===== src/rtl/mc_control_fsm_if.sv =====
// Control bus between the multi-cycle MIPS main control FSM and its datapath.
// The master side is the FSM: it reads the IR fields and ALU flag and drives the datapath controls.
interface mc_control_fsm_if #(
  parameter int unsigned STATE_W = 4
);
  logic [5:0]         opcode;
  logic [5:0]         funct;
  logic               alu_zero;
  logic               mem_ready;
  logic               pc_en;
  logic               iord;
  logic               mem_read;
  logic               mem_write;
  logic               ir_write;
  logic               reg_write;
  logic               reg_dst;
  logic               mem_to_reg;
  logic               alu_src_a;
  logic [1:0]         alu_src_b;
  logic [3:0]         alu_op;
  logic [1:0]         pc_source;
  logic               illegal_op;
  logic [STATE_W-1:0] state;

  modport master (
    input  opcode, funct, alu_zero, mem_ready,
    output pc_en, iord, mem_read, mem_write, ir_write, reg_write, reg_dst,
           mem_to_reg, alu_src_a, alu_src_b, alu_op, pc_source, illegal_op, state
  );

  modport slave (
    output opcode, funct, alu_zero, mem_ready,
    input  pc_en, iord, mem_read, mem_write, ir_write, reg_write, reg_dst,
           mem_to_reg, alu_src_a, alu_src_b, alu_op, pc_source, illegal_op, state
  );
endinterface


===== src/rtl/mc_control_fsm.sv =====
// Multi-cycle MIPS main control unit: Moore FSM for fetch/decode/execute/memory/writeback.
// Optional feature macro MEM_WAIT_EN: FETCH/MEMRD/MEMWR stall until mem_ready=1.
module mc_control_fsm #(
  parameter int unsigned STATE_W = 4
) (
  input  logic              clk,
  input  logic              rst,
  mc_control_fsm_if.master  bus
);

  localparam logic [STATE_W-1:0] S_FETCH   = STATE_W'(0);
  localparam logic [STATE_W-1:0] S_DECODE  = STATE_W'(1);
  localparam logic [STATE_W-1:0] S_MEMADDR = STATE_W'(2);
  localparam logic [STATE_W-1:0] S_MEMRD   = STATE_W'(3);
  localparam logic [STATE_W-1:0] S_MEMWB   = STATE_W'(4);
  localparam logic [STATE_W-1:0] S_MEMWR   = STATE_W'(5);
  localparam logic [STATE_W-1:0] S_EXEC_R  = STATE_W'(6);
  localparam logic [STATE_W-1:0] S_ALUWB   = STATE_W'(7);
  localparam logic [STATE_W-1:0] S_BRANCH  = STATE_W'(8);
  localparam logic [STATE_W-1:0] S_JUMP    = STATE_W'(9);
  localparam logic [STATE_W-1:0] S_EXEC_I  = STATE_W'(10);

  localparam logic [3:0] ALU_ADD = 4'b0010;
  localparam logic [3:0] ALU_SUB = 4'b0110;
  localparam logic [3:0] ALU_AND = 4'b0000;
  localparam logic [3:0] ALU_OR  = 4'b0001;
  localparam logic [3:0] ALU_XOR = 4'b0011;
  localparam logic [3:0] ALU_NOR = 4'b1100;
  localparam logic [3:0] ALU_SLT = 4'b0111;
  localparam logic [3:0] ALU_NOP = 4'b1111;

  localparam logic [5:0] OP_RTYPE = 6'h00;
  localparam logic [5:0] OP_J     = 6'h02;
  localparam logic [5:0] OP_BEQ   = 6'h04;
  localparam logic [5:0] OP_BNE   = 6'h05;
  localparam logic [5:0] OP_ADDI  = 6'h08;
  localparam logic [5:0] OP_ADDIU = 6'h09;
  localparam logic [5:0] OP_SLTI  = 6'h0A;
  localparam logic [5:0] OP_LW    = 6'h23;
  localparam logic [5:0] OP_SW    = 6'h2B;

  logic [STATE_W-1:0] state_q;
  logic [STATE_W-1:0] state_d;
  logic [3:0]         r_alu_op;
  logic               r_funct_ok;
  logic [3:0]         i_alu_op;
  logic               op_legal;
  logic               mem_done;

`ifdef MEM_WAIT_EN
  assign mem_done = bus.mem_ready;
`else
  logic unused_mem_ready;
  assign unused_mem_ready = bus.mem_ready;
  assign mem_done         = 1'b1;
`endif

  // Instruction field decode shared by next-state and output logic
  always_comb begin
    r_alu_op   = ALU_NOP;
    r_funct_ok = 1'b1;
    case (bus.funct)
      6'h20, 6'h21: r_alu_op = ALU_ADD;
      6'h22, 6'h23: r_alu_op = ALU_SUB;
      6'h24:        r_alu_op = ALU_AND;
      6'h25:        r_alu_op = ALU_OR;
      6'h26:        r_alu_op = ALU_XOR;
      6'h27:        r_alu_op = ALU_NOR;
      6'h2A:        r_alu_op = ALU_SLT;
      default:      r_funct_ok = 1'b0;
    endcase

    i_alu_op = (bus.opcode == OP_SLTI) ? ALU_SLT : ALU_ADD;

    case (bus.opcode)
      OP_RTYPE:                              op_legal = r_funct_ok;
      OP_LW, OP_SW, OP_BEQ, OP_BNE, OP_J,
      OP_ADDI, OP_ADDIU, OP_SLTI:            op_legal = 1'b1;
      default:                               op_legal = 1'b0;
    endcase
  end

  always_ff @(posedge clk) begin
    if (rst) state_q <= S_FETCH;
    else     state_q <= state_d;
  end

  // Next state; unused encodings fall back to FETCH
  always_comb begin
    state_d = S_FETCH;
    case (state_q)
      S_FETCH:   state_d = mem_done ? S_DECODE : S_FETCH;
      S_DECODE: begin
        if (!op_legal) state_d = S_FETCH;
        else begin
          case (bus.opcode)
            OP_RTYPE:                    state_d = S_EXEC_R;
            OP_LW, OP_SW:                state_d = S_MEMADDR;
            OP_BEQ, OP_BNE:              state_d = S_BRANCH;
            OP_J:                        state_d = S_JUMP;
            default:                     state_d = S_EXEC_I;
          endcase
        end
      end
      S_MEMADDR: state_d = (bus.opcode == OP_LW) ? S_MEMRD : S_MEMWR;
      S_MEMRD:   state_d = mem_done ? S_MEMWB : S_MEMRD;
      S_MEMWR:   state_d = mem_done ? S_FETCH : S_MEMWR;
      S_EXEC_R:  state_d = S_ALUWB;
      S_EXEC_I:  state_d = S_ALUWB;
      default:   state_d = S_FETCH;
    endcase
  end

  assign bus.state = state_q;

  // Moore outputs; held at idle values while reset is asserted
  always_comb begin
    bus.pc_en      = 1'b0;
    bus.iord       = 1'b0;
    bus.mem_read   = 1'b0;
    bus.mem_write  = 1'b0;
    bus.ir_write   = 1'b0;
    bus.reg_write  = 1'b0;
    bus.reg_dst    = 1'b0;
    bus.mem_to_reg = 1'b0;
    bus.alu_src_a  = 1'b0;
    bus.alu_src_b  = 2'b00;
    bus.alu_op     = ALU_NOP;
    bus.pc_source  = 2'b00;
    bus.illegal_op = 1'b0;
    if (!rst) begin
      case (state_q)
        S_FETCH: begin
          bus.mem_read  = 1'b1;
          bus.ir_write  = mem_done;
          bus.pc_en     = mem_done;
          bus.alu_src_b = 2'b01;
          bus.alu_op    = ALU_ADD;
        end
        S_DECODE: begin
          bus.alu_src_b  = 2'b11;
          bus.alu_op     = ALU_ADD;
          bus.illegal_op = ~op_legal;
        end
        S_MEMADDR: begin
          bus.alu_src_a = 1'b1;
          bus.alu_src_b = 2'b10;
          bus.alu_op    = ALU_ADD;
        end
        S_MEMRD: begin
          bus.mem_read = 1'b1;
          bus.iord     = 1'b1;
        end
        S_MEMWB: begin
          bus.reg_write  = 1'b1;
          bus.mem_to_reg = 1'b1;
        end
        S_MEMWR: begin
          bus.mem_write = 1'b1;
          bus.iord      = 1'b1;
        end
        S_EXEC_R: begin
          bus.alu_src_a = 1'b1;
          bus.alu_op    = r_alu_op;
        end
        S_EXEC_I: begin
          bus.alu_src_a = 1'b1;
          bus.alu_src_b = 2'b10;
          bus.alu_op    = i_alu_op;
        end
        S_ALUWB: begin
          bus.reg_write = 1'b1;
          bus.reg_dst   = (bus.opcode == OP_RTYPE);
        end
        S_BRANCH: begin
          bus.alu_src_a = 1'b1;
          bus.alu_op    = ALU_SUB;
          bus.pc_source = 2'b01;
          bus.pc_en     = (bus.opcode == OP_BNE) ? ~bus.alu_zero : bus.alu_zero;
        end
        S_JUMP: begin
          bus.pc_source = 2'b10;
          bus.pc_en     = 1'b1;
        end
        default: ;
      endcase
    end
  end

endmodule


===== src/flat_wrapper.sv =====
// flat-port wrapper written by rule: the top's interface ports become plain ports
module mc_control_fsm_flat 
#(
  parameter int unsigned STATE_W = 4
)
  (clk, rst, bus_opcode, bus_funct, bus_alu_zero, bus_mem_ready, bus_pc_en, bus_iord, bus_mem_read, bus_mem_write, bus_ir_write, bus_reg_write, bus_reg_dst, bus_mem_to_reg, bus_alu_src_a, bus_alu_src_b, bus_alu_op, bus_pc_source, bus_illegal_op, bus_state);
  mc_control_fsm_if #(.STATE_W(STATE_W)) bus_i ();
  input  logic clk;
  input  logic rst;
  input wire logic [$bits(bus_i.opcode)-1:0] bus_opcode;
  input wire logic [$bits(bus_i.funct)-1:0] bus_funct;
  input wire logic [$bits(bus_i.alu_zero)-1:0] bus_alu_zero;
  input wire logic [$bits(bus_i.mem_ready)-1:0] bus_mem_ready;
  output wire logic [$bits(bus_i.pc_en)-1:0] bus_pc_en;
  output wire logic [$bits(bus_i.iord)-1:0] bus_iord;
  output wire logic [$bits(bus_i.mem_read)-1:0] bus_mem_read;
  output wire logic [$bits(bus_i.mem_write)-1:0] bus_mem_write;
  output wire logic [$bits(bus_i.ir_write)-1:0] bus_ir_write;
  output wire logic [$bits(bus_i.reg_write)-1:0] bus_reg_write;
  output wire logic [$bits(bus_i.reg_dst)-1:0] bus_reg_dst;
  output wire logic [$bits(bus_i.mem_to_reg)-1:0] bus_mem_to_reg;
  output wire logic [$bits(bus_i.alu_src_a)-1:0] bus_alu_src_a;
  output wire logic [$bits(bus_i.alu_src_b)-1:0] bus_alu_src_b;
  output wire logic [$bits(bus_i.alu_op)-1:0] bus_alu_op;
  output wire logic [$bits(bus_i.pc_source)-1:0] bus_pc_source;
  output wire logic [$bits(bus_i.illegal_op)-1:0] bus_illegal_op;
  output wire logic [$bits(bus_i.state)-1:0] bus_state;
  assign bus_i.opcode = bus_opcode;
  assign bus_i.funct = bus_funct;
  assign bus_i.alu_zero = bus_alu_zero;
  assign bus_i.mem_ready = bus_mem_ready;
  assign bus_pc_en = bus_i.pc_en;
  assign bus_iord = bus_i.iord;
  assign bus_mem_read = bus_i.mem_read;
  assign bus_mem_write = bus_i.mem_write;
  assign bus_ir_write = bus_i.ir_write;
  assign bus_reg_write = bus_i.reg_write;
  assign bus_reg_dst = bus_i.reg_dst;
  assign bus_mem_to_reg = bus_i.mem_to_reg;
  assign bus_alu_src_a = bus_i.alu_src_a;
  assign bus_alu_src_b = bus_i.alu_src_b;
  assign bus_alu_op = bus_i.alu_op;
  assign bus_pc_source = bus_i.pc_source;
  assign bus_illegal_op = bus_i.illegal_op;
  assign bus_state = bus_i.state;
  mc_control_fsm #(.STATE_W(STATE_W)) u_core (.clk(clk), .rst(rst), .bus(bus_i));
endmodule

===== config.mk =====
export PLATFORM = sky130hd
export DESIGN_NAME = mc_control_fsm_flat
export DESIGN_NICKNAME = d
export VERILOG_FILES = /design/src/rtl/mc_control_fsm_if.sv /design/src/rtl/mc_control_fsm.sv /design/src/flat_wrapper.sv
export SDC_FILE = /design/constraint.sdc
export NUM_CORES = 1
export LEC_CHECK = 0
export ABC_AREA = 1
export CORE_MARGIN = 4
export CORE_UTILIZATION = 41
export DETAILED_ROUTE_END_ITERATION = 10
export HOLD_SLACK_MARGIN = 0.03
export PLACE_DENSITY = 0.85
export SKIP_CTS_REPAIR_TIMING = 1
export SLEW_MARGIN = 25
export SYNTH_ARGS = -nofsm -noshare
export SYNTH_HDL_FRONTEND = slang
export SYNTH_SLANG_ARGS = --single-unit

===== constraint.sdc =====
create_clock -name clk -period 2.2 [get_ports clk]
set_input_delay 0.44 -clock clk [delete_from_list [all_inputs] [get_ports clk]]
set_output_delay 0.44 -clock clk [all_outputs]
set_load 0.01 [all_outputs]

==> flow_summary.ini <==
[floorplan]
initial_core_util = 0.445
chipWidth_um = 49.2
dieHeight_um = 49.2
core_area_mm2 = 0.00156
row_count = 14
die-area_mm2 = 0.00242
io_pins = 38

[clock_network]
clk_pin_slew_ps = 40
cts_buffers = 3
clk_latency_ps = 240
cts_tree = built
cts_num_sinks = 4
h-tree-depth = 1
cts_root_buf = clkbuf_4
cts_buffer_depth = 2

[yosys]
synth_most_common_cell = nand2_1
synthesis.nets = 152
synth_top_area_share = 0.173
synth_simple_gate_area_frac = 0.602
synth_cell_types = 22
ys_seq_area_frac = 0.115
muxShareOfSynthArea = 0
synthXorXnorAreaFrac = 0
synth_area_leaders = nand2_1, nor2_1, inv_1
synth_fa_ha_area_frac = 0
synth_edf_count = 0
ys_warn_count = 0
synthArstFlopShare = 0
syn_area_um2 = 694
synth_compound_area_frac = 0.126
ys_seq_elements = 4
synth_top_family_by_area = simple AND/OR/NAND/NOR gates
synth_commonest_cells = nand2_1, nor2_1, inv_1
ys.flop_type = dfxtp_1
synth_area_per_cell_um2 = 5.11
synth_area_leader_cell = nand2_1
syn_inst = 136

[min_path]
hp-class = flip-flop to flip-flop
hold_start = u_core.bus.state[0]

[timing]
min_period_ps = 2190
worstMarginPinSlew_ps = 232
timing.fmax_ghz = 0.456
max_slew_margin = 0.845
skew_ps = 0.502
drv_slew = 0
setup_viol = 0
finalHoldViolCount = 0
rsz0062_at_grt = yes
period_share = 0.997

[global_routing]
grt_max_degree = 12
grt_pass1_wl_um = 3530
overflow = 0
antenna_found_initial = 0
grt_pass1_vias = 878
global_route.usage.total = 0.186

[route]
drc_errors = 0
routed-wl-met2_um = 1250
drtIter0Drc = 41
routedWlPerCell_um = 12.1
wl_um = 2490
ant_nets = 0
viasPerCell = 5.18
met3_length_um = 136
firstDrtPassIters = 4
dr_total_vias = 1067
wl_met1_um = 1050
routed.top_layer = met4

[placement]
dp_hpwl_um = 1870
dp_cells = 198
gp_congestion = 0.898
place.port_buffers = 36

[cells_and_area]
area_delta_synth_final_pct = 87.6
fill_cells = 112
drive_gt1_frac = 0.311
final_cells = 206
largest_reg_flops = 4
final_nets = 208
fin_util = 0.835
ff_latch_area_um2 = 83.8
multi_input_area_um2 = 553
diodes = 0

[power_and_ir_drop]
p_per_area_mw_per_mm2 = 259
irDropWorstVdd_uv = 262
fin_total_pwr_w = 0.000337
p_leak_nw = 0.897

[worst_setup_path]
reg2reg_from = u_core.bus.state[2]
crit_fanout = 4
start_kind = input pin
critPathRequiredTime_ps = 1760
crit_start = bus_funct[4]
criticalPathCategory = input pin to output pin
arrival_ps = 1750
end_kind = output pin

[run]
cap_violations = 0

[outcome]
status = complete, no violations
-- layer usage --
layer	track usage	up-vias
met5	0	-
met4	0.123	0
met3	0.0183	5
met2	0.342	44
met1	0.198	481
li1	-	537
-- cell type report --
class / count / area share
Sequential cell: 4 / 0.0644
Clock buffer: 3 / 0.0173
Multi-Input combinational cell: 103 / 0.425
Timing Repair Buffer: 52 / 0.398
Inverter: 28 / 0.0807
Tap cell: 16 / 0.0154
-- cell usage in the layout (no fill, tap or decap), types with 2 or more instances in the layout --
| cell | netlist | final |
|---|---|---|
| nand2_1 | 32 | 29 |
| dlymetal6s2s_1 | 0 | 23 |
| inv_1 | 22 | 20 |
| nor2_1 | 25 | 17 |
| buf_4 | 0 | 16 |
| nor2_2 | 7 | 13 |
| nand3_1 | 14 | 12 |
| clkdlybuf4s50_1 | 0 | 9 |
| inv_2 | 6 | 8 |
| a21oi_1 | 7 | 7 |
| nor3_1 | 5 | 5 |
| nand2_2 | 0 | 3 |
| nand3_2 | 1 | 3 |
| clkbuf_4 | 0 | 3 |
| dfxtp_2 | 0 | 3 |
| nor2_4 | 0 | 2 |
| nand4_1 | 2 | 2 |
| clkbuf_2 | 0 | 2 |
| buf_2 | 0 | 2 |
-- kinds of logic (layout without fill, tap and decap cells) --
| kind of cell | after synthesis | in the layout |
|---|---|---|
| AO/OA/AOI/OAI | 14 | 14 |
| buffers and inverters | 29 | 83 |
| flip-flops | 4 | 4 |
| AND/OR/NAND/NOR | 89 | 89 |
-- power by group --
part           switching (W)  leakage (nW)  internal, W
clock network      0.0000326        0.0138    0.0000612
logic              0.0000859         0.850    0.0000768
registers         0.00000476        0.0338    0.0000760
-- metrics by stage --
stage | area, um^2 | setup slack (ps) | hold WS [ps] | TNS [ps]
global route | 1300 | -85.5 | 624 | -125
floorplan | 694 | 580 | 618 | 0
CTS | 1180 | -479 | 654 | -3180
global placement | 1150 | -438 | 629 | -2510
detailed placement | 1150 | -476 | 646 | -2840
finish | 1300 | 5.85 | 610 | 0
-- path summary, 6_finish.rpt --
kind / to / slack, ps / depth (start not counted)
max: bus_illegal_op / 6 / 10
min: u_core.bus.state[0] / 610 / 2
max reg2reg: u_core.bus.state[2] / 970 / 8
min reg2reg: u_core.bus.state[0] / 610 / 2
-- critical path, stage by stage --
cell	delay [ps]
clkdlybuf4s50_1	450
inv_1	40
nand2_2	90
nor2_1	70
nand2_1	110
nand3_2	120
nand2_2	90
nand2_1	60
nor3_1	120
buf_2	160
No activity file was read; power rests on OpenSTA's default activity.
